===== src/rtl/draw_pkg.sv =====
// Shared drawing types: RGB layout, flash sequencer states and colour constants.
package draw_pkg;

    localparam int COLOR_W_DEFAULT = 8;
    localparam int RGB_W_DEFAULT   = 3 * COLOR_W_DEFAULT;

    typedef struct packed {
        logic [COLOR_W_DEFAULT-1:0] r;
        logic [COLOR_W_DEFAULT-1:0] g;
        logic [COLOR_W_DEFAULT-1:0] b;
    } rgb_t;

    typedef enum logic [1:0] {
        IDLE  = 2'd0,
        ARMED = 2'd1,
        FLASH = 2'd2
    } flash_state_t;

    localparam logic WHITE_BIT = 1'b1;
    localparam logic BLACK_BIT = 1'b0;
    localparam rgb_t WHITE = '{r: '1, g: '1, b: '1};
    localparam rgb_t BLACK = '{r: '0, g: '0, b: '0};

    function automatic int rgb_width(input int color_w);
        return 3 * color_w;
    endfunction

endpackage


===== src/rtl/flash_ctrl.sv =====
// Game-over flash sequencer: arms on game_over rise, then alternates white/normal
// on successive frames (vsync rises) for FLASH_FRAMES frames.
module flash_ctrl
    import draw_pkg::*;
#(
    parameter int FLASH_FRAMES = 8
) (
    input  logic clk,
    input  logic reset,
    input  logic vsync_in,
    input  logic game_over,
    output logic flash_white,
    output logic flash_active
);

    localparam int CNT_W = (FLASH_FRAMES > 1) ? $clog2(FLASH_FRAMES) : 1;

    flash_state_t     state_reg, state_next;
    logic [CNT_W-1:0] count_reg, count_next;
    logic             vsync_prev_reg, go_prev_reg;
    logic             vsync_rise, go_rise;

    assign vsync_rise = vsync_in & ~vsync_prev_reg;
    assign go_rise    = game_over & ~go_prev_reg;

    always_ff @(posedge clk) begin
        if (reset) begin
            state_reg      <= IDLE;
            count_reg      <= '0;
            vsync_prev_reg <= 1'b0;
            go_prev_reg    <= 1'b0;
        end else begin
            state_reg      <= state_next;
            count_reg      <= count_next;
            vsync_prev_reg <= vsync_in;
            go_prev_reg    <= game_over;
        end
    end

    // A game_over rise coinciding with a frame start only arms; flashing begins next frame.
    always_comb begin
        state_next = state_reg;
        count_next = count_reg;
        case (state_reg)
            IDLE: begin
                if (go_rise) state_next = ARMED;
            end
            ARMED: begin
                if (vsync_rise) begin
                    state_next = FLASH;
                    count_next = '0;
                end
            end
            FLASH: begin
                if (vsync_rise) begin
                    if (count_reg == CNT_W'(FLASH_FRAMES - 1)) begin
                        state_next = IDLE;
                        count_next = '0;
                    end else begin
                        count_next = count_reg + 1'b1;
                    end
                end
            end
            default: begin
                state_next = IDLE;
                count_next = '0;
            end
        endcase
    end

    assign flash_active = (state_reg == FLASH);
    assign flash_white  = flash_active & ~count_reg[0];

endmodule


===== src/rtl/pixel_compositor.sv =====
// Two-stage layer compositor: priority select, then blanking/flash/dim effects.
// Optional half-brightness pause dimming is enabled by defining PAUSE_DIM_EN.
module pixel_compositor
    import draw_pkg::*;
#(
    parameter int                       NUM_LAYERS   = 4,
    parameter int                       COLOR_W      = COLOR_W_DEFAULT,
    parameter int                       FLASH_FRAMES = 8,
    parameter logic [3*COLOR_W-1:0]     BG_COLOR     = 24'h0000FF
) (
    input  logic                            clk,
    input  logic                            reset,
    input  logic [NUM_LAYERS-1:0]           layer_hit,
    input  logic [NUM_LAYERS*3*COLOR_W-1:0] layer_color,
    input  logic                            pix_valid_in,
    input  logic                            hsync_in,
    input  logic                            vsync_in,
    input  logic                            game_over,
    input  logic                            pause,
    output logic [COLOR_W-1:0]              VGA_R,
    output logic [COLOR_W-1:0]              VGA_G,
    output logic [COLOR_W-1:0]              VGA_B,
    output logic                            pix_valid_out,
    output logic                            hsync_out,
    output logic                            vsync_out,
    output logic                            flash_active
);

    localparam int RGB_W = rgb_width(COLOR_W);

    logic [RGB_W-1:0] layer_rgb [NUM_LAYERS];
    logic [RGB_W-1:0] sel_rgb;
    logic             flash_white, flash_on;

    logic [RGB_W-1:0] color_s1_reg;
    logic             valid_s1_reg, hsync_s1_reg, vsync_s1_reg;
    logic             white_s1_reg, active_s1_reg;

    logic [RGB_W-1:0] pix_next;
    logic [RGB_W-1:0] rgb_reg;
    logic             valid_reg, hsync_reg, vsync_reg, active_reg;

    genvar gi;
    generate
        for (gi = 0; gi < NUM_LAYERS; gi++) begin : g_unpack
            assign layer_rgb[gi] = layer_color[gi*RGB_W +: RGB_W];
        end
    endgenerate

    // Walk from lowest to highest priority so layer 0 wins last.
    always_comb begin
        sel_rgb = BG_COLOR;
        for (int i = NUM_LAYERS - 1; i >= 0; i--) begin
            if (layer_hit[i]) sel_rgb = layer_rgb[i];
        end
    end

    flash_ctrl #(
        .FLASH_FRAMES(FLASH_FRAMES)
    ) u_flash (
        .clk         (clk),
        .reset       (reset),
        .vsync_in    (vsync_in),
        .game_over   (game_over),
        .flash_white (flash_white),
        .flash_active(flash_on)
    );

    always_ff @(posedge clk) begin
        if (reset) begin
            color_s1_reg  <= '0;
            valid_s1_reg  <= 1'b0;
            hsync_s1_reg  <= 1'b0;
            vsync_s1_reg  <= 1'b0;
            white_s1_reg  <= 1'b0;
            active_s1_reg <= 1'b0;
        end else begin
            color_s1_reg  <= sel_rgb;
            valid_s1_reg  <= pix_valid_in;
            hsync_s1_reg  <= hsync_in;
            vsync_s1_reg  <= vsync_in;
            white_s1_reg  <= flash_white;
            active_s1_reg <= flash_on;
        end
    end

`ifdef PAUSE_DIM_EN
    logic             pause_s1_reg;
    logic [RGB_W-1:0] dim_rgb;

    always_ff @(posedge clk) begin
        if (reset) pause_s1_reg <= 1'b0;
        else       pause_s1_reg <= pause;
    end

    generate
        for (gi = 0; gi < 3; gi++) begin : g_dim
            assign dim_rgb[gi*COLOR_W +: COLOR_W] = color_s1_reg[gi*COLOR_W +: COLOR_W] >> 1;
        end
    endgenerate
`else
    logic unused_pause;
    assign unused_pause = pause;
`endif

    always_comb begin
        pix_next = color_s1_reg;
`ifdef PAUSE_DIM_EN
        if (pause_s1_reg) pix_next = dim_rgb;
`endif
        if (!valid_s1_reg)     pix_next = {RGB_W{BLACK_BIT}};
        else if (white_s1_reg) pix_next = {RGB_W{WHITE_BIT}};
    end

    always_ff @(posedge clk) begin
        if (reset) begin
            rgb_reg    <= '0;
            valid_reg  <= 1'b0;
            hsync_reg  <= 1'b0;
            vsync_reg  <= 1'b0;
            active_reg <= 1'b0;
        end else begin
            rgb_reg    <= pix_next;
            valid_reg  <= valid_s1_reg;
            hsync_reg  <= hsync_s1_reg;
            vsync_reg  <= vsync_s1_reg;
            active_reg <= active_s1_reg;
        end
    end

    assign VGA_R         = rgb_reg[2*COLOR_W +: COLOR_W];
    assign VGA_G         = rgb_reg[COLOR_W +: COLOR_W];
    assign VGA_B         = rgb_reg[0 +: COLOR_W];
    assign pix_valid_out = valid_reg;
    assign hsync_out     = hsync_reg;
    assign vsync_out     = vsync_reg;
    assign flash_active  = active_reg;

endmodule

===== config.mk =====
export PLATFORM = sky130hd
export DESIGN_NAME = pixel_compositor
export DESIGN_NICKNAME = d
export VERILOG_FILES = /design/src/rtl/draw_pkg.sv /design/src/rtl/flash_ctrl.sv /design/src/rtl/pixel_compositor.sv
export SDC_FILE = /design/constraint.sdc
export NUM_CORES = 1
export LEC_CHECK = 0
export ABC_AREA = 1
export BUFFER_PORTS_ARGS = -buffer_cell sky130_fd_sc_hd__buf_2
export CAP_MARGIN = 20
export CORE_AREA = 4 4 80 82
export CTS_CLUSTER_DIAMETER = 30
export DETAILED_ROUTE_END_ITERATION = 10
export DIE_AREA = 0 0 84 86
export GPL_TIMING_DRIVEN = 0
export PLACE_DENSITY = 0.87
export REMOVE_ABC_BUFFERS = 1
export SLEW_MARGIN = 20
export SYNTH_ARGS = -nofsm -noshare
export SYNTH_HDL_FRONTEND = slang
export SYNTH_HIERARCHICAL = 1
export SYNTH_SLANG_ARGS = --single-unit
export TNS_END_PERCENT = 30

===== constraint.sdc =====
create_clock -name clk -period 3 [get_ports clk]
set_input_delay 0.15 -clock clk [delete_from_list [all_inputs] [get_ports clk]]
set_output_delay 0.15 -clock clk [all_outputs]
set_load 0.005 [all_outputs]

Word-level counts from Yosys, hierarchy flattened. Index checks and enable logic that the tools add are counted.

Logic and storage cells: 48. Flip-flop bits (word level): 63.

$add $sub $neg: 1. Mux-type cells: 14. Equality and inequality tests: 7. Bitwise operators: 8. Reduce and logical (&&, ||, !) cells: 4.

Operators by type and width (count): 2-to-1 mux 24 bit (5); 2-to-1 mux 3 bit (3); one-hot mux 3 bit (3 select lines) (1); 2-to-1 mux 2 bit (4); != test 2 x 1 -> 1 bit (second input constant) (4); one-hot mux 2 bit (3 select lines) (1); inverter 1 bit (5); AND reduction 4 bit (1); adder 3 x 1 -> 3 bit (second input constant) (1); bitwise AND 1 bit (3); equality test 3 bit (second input constant) (1); AND reduction 3 bit (1); equality test 2 x 1 -> 1 bit (second input constant) (1); equality test 2 bit (second input constant) (1); logical NOT 2 bit (1); OR reduction 2 bit (1).

Longest topological paths before layout. Gate-level depths: netlist of the first run.

Word-level depth: 4. Gate-level depth with buffers: 7.

Cells and area by module. Netlist of the first run, hierarchy kept.

Modules (own cells, without submodules): pixel_compositor (area an instance 2443.6 sq um, cells each 328, times used 1, sequential area each 1141.1 sq um); flash_ctrl (area an instance 357.8 sq um, cells each 50, times used 1, sequential area each 140.1 sq um).

Worst setup path before layout of the first run. Ideal clock, no wire load.

Kind: register to register. From: reg u_flash.count_reg[0]. To: reg u_flash.count_reg[0]. Slack: 1.964 ns. Cell stages (with the launch flop): 6. Path buffers: 0. Clock period less this slack: 1.036 ns. Arrival time: 0.966 ns. Cell sequence: dfxtp_1 -> ha_1 -> ha_1 -> nor2_1 -> nand4_1 -> a21oi_1.

Cells in the longest elaborated chain, start to end: 4. Elaborated cells between the ends (all ways): 5. Classes of those cells: add/sub (1); eq/ne (1); mux (3).

RTL lines: start, declared (line flash_ctrl.sv:19) `logic [CNT_W-1:0] count_reg, count_next;`; start signal, assigned (line flash_ctrl.sv:34) `count_reg <= count_next;`; adder 3 x 1 -> 3 bit / equality test 3 bit (equally long branches) (line flash_ctrl.sv:60, flash_ctrl.sv:56); 2-to-1 mux 3 bit * (line flash_ctrl.sv:56) `if (count_reg == CNT_W'(FLASH_FRAMES - 1)) begin`; 2-to-1 mux 3 bit * (line flash_ctrl.sv:55) `if (vsync_rise) begin`; one-hot mux 3 bit (3 select lines) * (line flash_ctrl.sv:44) `case (state_reg)`.

Every way passes the cells marked *; elsewhere a longest branch is shown, timed or not. The select of a mux whose other input is x is not followed. A chain may end at the register's enable or synchronous reset.

Worst setup path in the final report of the first run.
From: reg u_flash.count_reg[0]. To: reg u_flash.count_reg[1].

Same word-level chain as after synthesis.

==> results of run 1 <==
critical path, delay by kind of cell, from the launching register on:
| family | cells | cell delay [ns] |
|---|---|---|
| adders and majority gates | 2 | 0.40 |
| buffers and inverters | 1 | 0.08 |
| DFF | 1 | 0.35 |
| and+or+nand+nor | 4 | 0.28 |
routing by layer:
| layer | part of all wire | wire, um |
|---|---|---|
| met5 | 0 | 0 |
| met4 | 0.012 | 82 |
| met3 | 0.066 | 456 |
| met2 | 0.49 | 3391 |
| met1 | 0.43 | 2964 |
per-stage QoR:
stage,util,total power (W)
after floorplan,-,0.001091
after global placement,0.5910,0.001220
after detailed placement,0.5910,0.001228
after CTS,0.6257,0.001942
after global routing,0.6257,0.002033
final,0.6257,0.001927
area by class of cell:
class / instances / area, sq um
clock buffer: 13 / 158.9
clock inverter: 3 / 40.04
fill: 535 / 2151
inverter: 32 / 130.1
multi-input combinational: 259 / 1225
sequential: 64 / 1281
tap: 75 / 93.84
timing repair buffer: 133 / 665.6
final timing paths:
path | end
worst max-delay path | u_flash/count_reg[1]
worst min register to register | hsync_out
worst max register to register | u_flash/count_reg[1]
worst min-delay path | hsync_s1_reg
power by group through the flow:
| stage | registers (W) | logic, W | clock network, W |
|---|---|---|---|
| 4_1_cts | 0.000923 | 0.000289 | 0.000730 |
| 3_5_place_dp | 0.000941 | 0.000287 | 0 |
| 3_3_place_gp | 0.000940 | 0.000280 | 0 |
| 2_1_floorplan | 0.000938 | 0.000154 | 0 |
| 5_1_grt | 0.000928 | 0.000327 | 0.000778 |
| 6_report | 0.000923 | 0.000289 | 0.000715 |
cells in the mapped netlist, drive strengths merged:
master / count / area share
ha: 2 / 0.0089
clkbuf: 2 / 0.0036
o21ai: 25 / 0.045
nor3b: 1 / 0.0045
nor2: 83 / 0.12
dfxtp: 64 / 0.46
inv: 32 / 0.046
nand4: 2 / 0.0045
nand3: 19 / 0.045
a21oi: 52 / 0.10
buf: 21 / 0.055
nand2: 75 / 0.11
cells by family (layout without fill, tap and decap cells):
| kind of cell | count (synthesis) | in the layout |
|---|---|---|
| simple gates | 180 | 180 |
| compound gates | 77 | 77 |
| flops | 64 | 64 |
| buf+inv | 55 | 181 |
| fa+ha+maj | 2 | 2 |
==> impl_metrics.json, run 1 <==
{
  "use_met3": 0.03650,
  "grt_max_degree": 34,
  "cts_inserted_buffers": 9,
  "crit_fanout": 4,
  "place_area_sq_mm": 0.003396,
  "period_needed_ns": 1.177,
  "grtUsageMet2": 0.3167,
  "worst_pin_slew_ns": 0.7730,
  "critPathMaxStageDelay_ns": 0.35,
  "routed_via_density": 4.686,
  "detail-route-antenna-nets": 0,
  "start_util": 0.4876,
  "internal_power_w": 0.001452,
  "first_pass_iters": 4,
  "synth_seq_cells": 64,
  "yosys.area_share.simple": 0.2787,
  "slew_headroom": 0.4840,
  "hold_viol": 0,
  "hold_class": "in2reg",
  "critical_path_class": "reg2reg",
  "clockBufferDepth": 2,
  "gp_congestion": 0.9044,
  "combinationalPowerShare": 0.150,
  "port_buffers": 133,
  "dpl.hpwl_mm": 5.287,
  "syn_inst": 378,
  "maxCapViolCount": 0,
  "fp.dieW_um": 84,
  "die_area_sq_mm": 0.007224,
  "final_common_cell": "buf_2",
  "cts_root_buf": "clkbuf_8",
  "synthToLayoutAreaGrowth_pct": 28.32,
  "r2r_setup_slack_ns": 1.82,
  "yosysSeqAreaShare": 0.4573,
  "final_nets": 608,
  "synth.area.mux_share": 0,
  "swShare": 0.2465,
  "hold_ws_ns": 0.02494,
  "power_density_mw_per_mm2": 536.0,
  "clock_power_share": 0.371,
  "seq_power_share": 0.479,
  "synth_top_family_by_area": "simple AND/OR/NAND/NOR gates",
  "synth.avg_cell_area_sq_um": 7.411,
  "switching_power_w": 0.0004750,
  "antenna_found_initial": 0,
  "cts_setup_buffers": 0,
  "synth_xor_area_frac": 0,
  "p_leak_nw": 1.853,
  "rsz0062_at_grt": "false",
  "wl_mm": 6.894,
  "finalMaxSlewViolations": 0,
  "antenna_cells": 0,
  "fin_setup_tns_ns": 0,
  "cp.required_ns": 3.27,
  "whs_path_depth": 3,
  "period_share": 0.3924,
  "core_sq_mm": 0.005746,
  "synth_area_sq_mm": 0.002801,
  "synth-compound-area-share": 0.1496,
  "drtIter0Drc": 141,
  "wl_per_cell_um": 11.91,
  "top_usage_layer": "met2",
  "grt_pass1_vias": 2497,
  "critPathLaunchType": "flop",
  "fmax_ghz": 0.8494,
  "yosysUniqueCellTypes": 24,
  "clkLatencyLatePin_ns": 0.32,
  "dp_slack_ns": 1.617,
  "htreeDepth": 3,
  "hold_buffers": 0,
  "final_cell_mix": "buf_2, nor2_1, nand2_1",
  "peakVddDrop_v": 0.0004032,
  "final_cells": 579,
  "status": "finished, final reports clean",
  "clock_sinks": 64,
  "vias": 2713,
  "arrival_ns": 1.44,
  "drive_gt1_frac": 0.3591,
  "cts_resized": 0,
  "ios": 135,
  "cp-startpoint": "u_flash/count_reg[0]",
  "grt_pass1_wl_mm": 10.83,
  "yosysWarnings": 6,
  "finalWorstSetupSlack_ns": 1.823,
  "tritoncts": "built",
  "grt_use_met1": 0.2302,
  "clock_skew_ns": 0.007113,
  "rows": 28,
  "hp-start": "hsync_in",
  "crit_slowest_cell": "dfxtp_1",
  "dieHeight_um": 86,
  "crit_path_end_kind": "flop",
  "final_area_sq_mm": 0.003595,
  "setup_violations": 0,
  "drc": 0,
  "clk_pin_slew_ns": 0.07,
  "reg2reg_from": "u_flash/count_reg[0]",
  "crit_chain": "ha_1 -> ha_1 -> inv_1 -> nand3_1 -> nand3_1 -> nand2_1 -> nor2_1",
  "rr_worst_depth": 7,
  "dp_cells": 563,
  "track_usage": 0.1851,
  "grt_overflow_total": 0,
  "synthAdderAreaFrac": 0.008933
}
No activity file was read; power rests on OpenSTA's default activity.
==> run 2: changes to the inputs <==
--- a/config.mk
+++ b/config.mk
@@ -8,12 +8,12 @@
 export ABC_AREA = 1
 export BUFFER_PORTS_ARGS = -buffer_cell sky130_fd_sc_hd__buf_2
 export CAP_MARGIN = 20
-export CORE_AREA = 4 4 80 82
+export CORE_AREA = 4 4 87 89
 export CTS_CLUSTER_DIAMETER = 30
 export DETAILED_ROUTE_END_ITERATION = 10
-export DIE_AREA = 0 0 84 86
+export DIE_AREA = 0 0 91 93
 export GPL_TIMING_DRIVEN = 0
-export PLACE_DENSITY = 0.87
+export PLACE_DENSITY = 0.78
 export REMOVE_ABC_BUFFERS = 1
 export SLEW_MARGIN = 20
 export SYNTH_ARGS = -nofsm -noshare
==> constraint.sdc (replaced) <==
create_clock -name clk -period 1 [get_ports clk]
set_input_delay 0.05 -clock clk [delete_from_list [all_inputs] [get_ports clk]]
set_output_delay 0.05 -clock clk [all_outputs]
set_load 0.005 [all_outputs]
==> impl_metrics.json, run 2 (synthesized netlist as in run 1, its figures left out) <==
{
  "finalMaxSlewViolations": 0,
  "wl_per_cell_um": 13.02,
  "hold_ws_ns": -0.02860,
  "critPathLaunchType": "flop",
  "slew_headroom": 0.6899,
  "clock_skew_ns": 0.005260,
  "grt_overflow_total": 0,
  "fillCellCount": 643,
  "drtIter0Drc": 171,
  "gp_congestion": 0.8226,
  "path_common_cell": "ha_4",
  "p_leak_nw": 1.882,
  "drive_gt1_frac": 0.3809,
  "maxCapViolCount": 0,
  "peakVddDrop_v": 0.0006223,
  "crit_fanout": 4,
  "final_nets": 616,
  "power_density_mw_per_mm2": 1544,
  "cts_inserted_buffers": 9,
  "status": "complete, but fails checks",
  "synthToLayoutAreaGrowth_pct": 33.10,
  "die_area_sq_mm": 0.008463,
  "track_usage": 0.1796,
  "period_share": 1.061,
  "violations": "hold timing, setup timing",
  "tritoncts": "built",
  "fin_util": 0.5519,
  "ios": 135,
  "arrival_ns": 1.31,
  "final_common_cell": "buf_2",
  "crit_chain": "ha_4 -> ha_4 -> nor2_1 -> nand4_1 -> a21oi_1",
  "core_sq_mm": 0.006756,
  "rsz0062_at_grt": "true",
  "port_buffers": 133,
  "clockBufferDepth": 2,
  "grt_pass1_wl_mm": 12.25,
  "fmax_ghz": 0.9426,
  "cp.required_ns": 1.25,
  "dpl.hpwl_mm": 5.622,
  "first_pass_iters": 4,
  "setup_violations": 4,
  "worst_pin_slew_ns": 0.4651,
  "cts_root_buf": "clkbuf_8",
  "place_area_sq_mm": 0.003402,
  "start_util": 0.4146,
  "htreeDepth": 3,
  "layout.area.seq_sq_mm": 0.001292,
  "reg2reg_from": "u_flash/count_reg[0]",
  "dieHeight_um": 93,
  "clk_pin_slew_ns": 0.07,
  "cp_top_family": "flip-flops",
  "cts_setup_buffers": 0,
  "final_cell_mix": "buf_2, nor2_1, nand2_1",
  "hold_class": "in2reg",
  "power_w": 0.005757,
  "critPathBufInv": 0,
  "final_area_sq_mm": 0.003729,
  "grt_max_degree": 34,
  "drc": 0,
  "r2r_setup_slack_ns": -0.06,
  "wl_mm": 7.709,
  "antenna_cells": 0,
  "hp-start": "vsync_in",
  "rows": 30,
  "period_needed_ns": 1.061,
  "routed_via_density": 4.762,
  "antenna_found_initial": 0,
  "grt_pass1_vias": 2705,
  "clock_sinks": 64,
  "critPathMaxStageDelay_ns": 0.37,
  "crit_path_end_kind": "flop",
  "crit_slowest_cell": "dfxtp_4",
  "cp-startpoint": "u_flash/count_reg[0]",
  "hold_viol": 1,
  "multiInputGateArea_sq_mm": 0.001271,
  "detail-route-antenna-nets": 0,
  "critical_path_class": "reg2reg",
  "fp.dieW_um": 91,
  "finalWorstSetupSlack_ns": -0.06091,
  "vias": 2819,
  "clkLatencyLatePin_ns": 0.32
}
## run 2: cell types whose count changed in the layout (fill, tap and decap cells not counted), moves of 3 or more
cell,change
dfxtp_1,-5
dfxtp_2,+3
dlygate4sd3_1,+8
clkinv_2,+3
## run 2: what timing repair did
| item | in CTS | in global routing |
|---|---|---|
| hold buffers | 8 | 1 |
| pin swaps | 2 | 4 |
| resized for setup | 7 | 11 |
| endpoints found under the hold margin | 8 | 1 |
| endpoints found under the setup margin | 28 | 24 |
| cloned | 0 | 0 |
## run 2: metal layers
layer,up-vias,global-route usage,share of wire,wire [um]
met5,-,0,0,0
met4,0,0.06407,0.018,140
met3,12,0.03540,0.046,352
met2,89,0.3225,0.51,3941
met1,1269,0.2130,0.42,3274
li1,1449,-,-,-
## run 2: worst register-to-register path, cell delays in order, from the launching register on
cell     delay, ns
dfxtp_4       0.37
ha_4          0.16
ha_4          0.16
nor2_1        0.09
nand4_1       0.09
a21oi_1       0.12
## run 2: final cells by class
class                      count  area share
timing repair buffer         141      0.2007
inverter                      32     0.03490
sequential                    64      0.3466
clock inverter                 7     0.01678
multi-input combinational    259      0.3409
clock buffer                   9     0.03322
tap                           80     0.02685
## run 2: power breakdown
group          switching, W  internal [W]
clock network      0.000925       0.00113
registers         0.0000832       0.00270
logic              0.000513      0.000410
total               0.00152       0.00424
## run 2: final timing paths
check                                              end  cells past startpoint
worst max-delay path              u_flash/count_reg[0]                      5
worst min-delay path            u_flash/vsync_prev_reg                      3
worst max register to register    u_flash/count_reg[0]                      5
worst min register to register               hsync_out                      2
## run 2: through the flow
stage          setup TNS (ns)  instances  setup slack [ns]
6_report              -0.1761        592          -0.06091
5_1_grt               -0.3661        592           -0.1041
4_1_cts               -0.1423        592          -0.04183
3_5_place_dp           -8.901        568           -0.2968
3_3_place_gp           -8.805        568           -0.3214
2_1_floorplan        -0.09856        355          -0.03565
==> run 3: changes to the inputs <==
--- a/config.mk
+++ b/config.mk
@@ -8,12 +8,12 @@
 export ABC_AREA = 1
 export BUFFER_PORTS_ARGS = -buffer_cell sky130_fd_sc_hd__buf_2
 export CAP_MARGIN = 20
-export CORE_AREA = 4 4 87 89
+export CORE_AREA = 4 4 84 86
 export CTS_CLUSTER_DIAMETER = 30
 export DETAILED_ROUTE_END_ITERATION = 10
-export DIE_AREA = 0 0 91 93
+export DIE_AREA = 0 0 88 90
 export GPL_TIMING_DRIVEN = 0
-export PLACE_DENSITY = 0.78
+export PLACE_DENSITY = 0.8
 export REMOVE_ABC_BUFFERS = 1
 export SLEW_MARGIN = 20
 export SYNTH_ARGS = -nofsm -noshare
==> constraint.sdc (replaced) <==
create_clock -name clk -period 1.2 [get_ports clk]
set_input_delay 0.06 -clock clk [delete_from_list [all_inputs] [get_ports clk]]
set_output_delay 0.06 -clock clk [all_outputs]
set_load 0.005 [all_outputs]
==> impl_metrics.json, run 3 (synthesized netlist as in run 1, its figures left out) <==
{
  "final_common_cell": "buf_2",
  "cts_inserted_buffers": 9,
  "start_util": 0.4463,
  "gp_congestion": 0.7971,
  "fmax_ghz": 0.8703,
  "cts_root_buf": "clkbuf_8",
  "maxCapViolCount": 0,
  "critPathMaxStageDelay_ns": 0.35,
  "crit_fanout": 2,
  "finalWorstSetupSlack_ns": 0.05102,
  "dpl.hpwl_mm": 5.268,
  "wl_per_cell_um": 13.12,
  "critical_path_class": "reg2reg",
  "crit_path_end_kind": "flop",
  "dp_slack_ns": -0.2267,
  "port_buffers": 133,
  "drtIter0Drc": 107,
  "peakVddDrop_v": 0.0009020,
  "cp.required_ns": 1.46,
  "hold_viol": 0,
  "arrival_ns": 1.41,
  "crit_slowest_cell": "dfxtp_4",
  "cp-startpoint": "u_flash/count_reg[0]",
  "ios": 135,
  "whs_path_depth": 3,
  "vias": 2887,
  "antenna_found_initial": 1,
  "period_share": 0.9575,
  "drc": 0,
  "slew_headroom": 0.5764,
  "final_cell_mix": "buf_2, nor2_1, nand2_1",
  "clock_sinks": 64,
  "antenna_cells": 0,
  "clock_skew_ns": 0.006461,
  "detail-route-antenna-nets": 0,
  "clockBufferDepth": 2,
  "finalMaxSlewViolations": 0,
  "fin_util": 0.5930,
  "htreeDepth": 3,
  "tritoncts": "built",
  "grt_overflow_total": 0,
  "drive_gt1_frac": 0.3658,
  "core_sq_mm": 0.006277,
  "track_usage": 0.1985,
  "critPathLaunchType": "flop",
  "reg2reg_from": "u_flash/count_reg[0]",
  "place_area_sq_mm": 0.003398,
  "clkLatencyLatePin_ns": 0.34,
  "status": "finished, final reports clean",
  "r2r_setup_slack_ns": 0.05,
  "die_area_sq_mm": 0.007920,
  "dp_cells": 565,
  "fp.dieW_um": 88,
  "cp-endpoint": "u_flash/count_reg[2]",
  "grt_max_degree": 34,
  "grt_pass1_wl_mm": 12.43,
  "synthToLayoutAreaGrowth_pct": 32.87,
  "rr_worst_depth": 4,
  "grt_pass1_vias": 2757,
  "period_needed_ns": 1.149,
  "final_nets": 618,
  "wl_mm": 7.751,
  "hold_class": "in2reg",
  "worst_pin_slew_ns": 0.6353,
  "first_pass_iters": 4,
  "clk_pin_slew_ns": 0.07,
  "final_area_sq_mm": 0.003722,
  "final_cells": 591,
  "setup_violations": 0,
  "power_density_mw_per_mm2": 1366,
  "rows": 29,
  "dieHeight_um": 90,
  "crit_chain": "ha_1 -> ha_2 -> nand3_1 -> a21oi_1",
  "p_leak_nw": 1.901,
  "r2r-end": "u_flash/count_reg[2]",
  "routed_via_density": 4.885
}
[run 3: cell count changes in the layout (fill, tap and decap cells not counted), sizes merged]
cell / previous run / this run
buf: 132 / 134
clkinv: 5 / 3
bufinv: 1 / 2
clkbuf: 10 / 9
dlygate4sd3: 8 / 9
inv: 32 / 33
[run 3: final cells by class]
| cell class | count | area [sq um] |
|---|---|---|
| fill | 585 | 2555 |
| sequential | 64 | 1286 |
| multi-input combinational | 259 | 1227 |
| timing repair buffer | 143 | 763.2 |
| inverter | 32 | 130.1 |
| clock buffer | 9 | 123.9 |
| tap | 77 | 96.34 |
| clock inverter | 7 | 95.09 |
[run 3: timing repair]
action	4_1_cts	5_1_grt
resized for setup	1	4
endpoints found under the hold margin	9	0
setup buffers	0	1
endpoints found under the setup margin	24	3
pin swaps	0	2
hold buffers	9	0
[run 3: how the worst min path moves through the flow]
stage                    startpoint                    to  slack (ns)
floorplan                     reset  u_flash/count_reg[0]        0.13
global placement       pix_valid_in          valid_s1_reg        0.26
detailed placement         hsync_in          hsync_s1_reg        0.27
CTS                  layer_color[1]       color_s1_reg[1]      0.0005
global route        layer_color[41]      color_s1_reg[17]       0.006
finish               layer_color[1]       color_s1_reg[1]        0.01
[run 3: routing by layer]
| layer | routed length (um) | track usage | up-vias |
|---|---|---|---|
| li1 | - | - | 1459 |
| met1 | 3076 | 0.2256 | 1287 |
| met3 | 598 | 0.04753 | 24 |
| met5 | 0 | 0 | - |
| met4 | 219 | 0.1061 | 0 |
| met2 | 3856 | 0.3354 | 117 |
[run 3: power by group]
group,total [W],switching [W],internal [W]
clock,0.00202,0.000844,0.00117
combinational,0.000763,0.000427,0.000336
sequential,0.00231,0.0000623,0.00224
[run 3: through the flow]
stage           TNS (ns)  total power (W)  hold slack [ns]
6_report               0         0.005086          0.01163
5_1_grt        -0.003583         0.005344         0.005767
4_1_cts                0         0.005118        0.0004652
3_5_place_dp      -4.028         0.003080           0.2692
3_3_place_gp      -3.402         0.003054           0.2646
2_1_floorplan          0         0.002728           0.1291
[run 3: worst max-delay path: cells and delay by family (launching register included)]
family,cells,cell delay (ns)
DFF,1,0.35
and+or+nand+nor,1,0.07
adders and majority gates,2,0.50
AOI/OAI and AO/OA,1,0.16
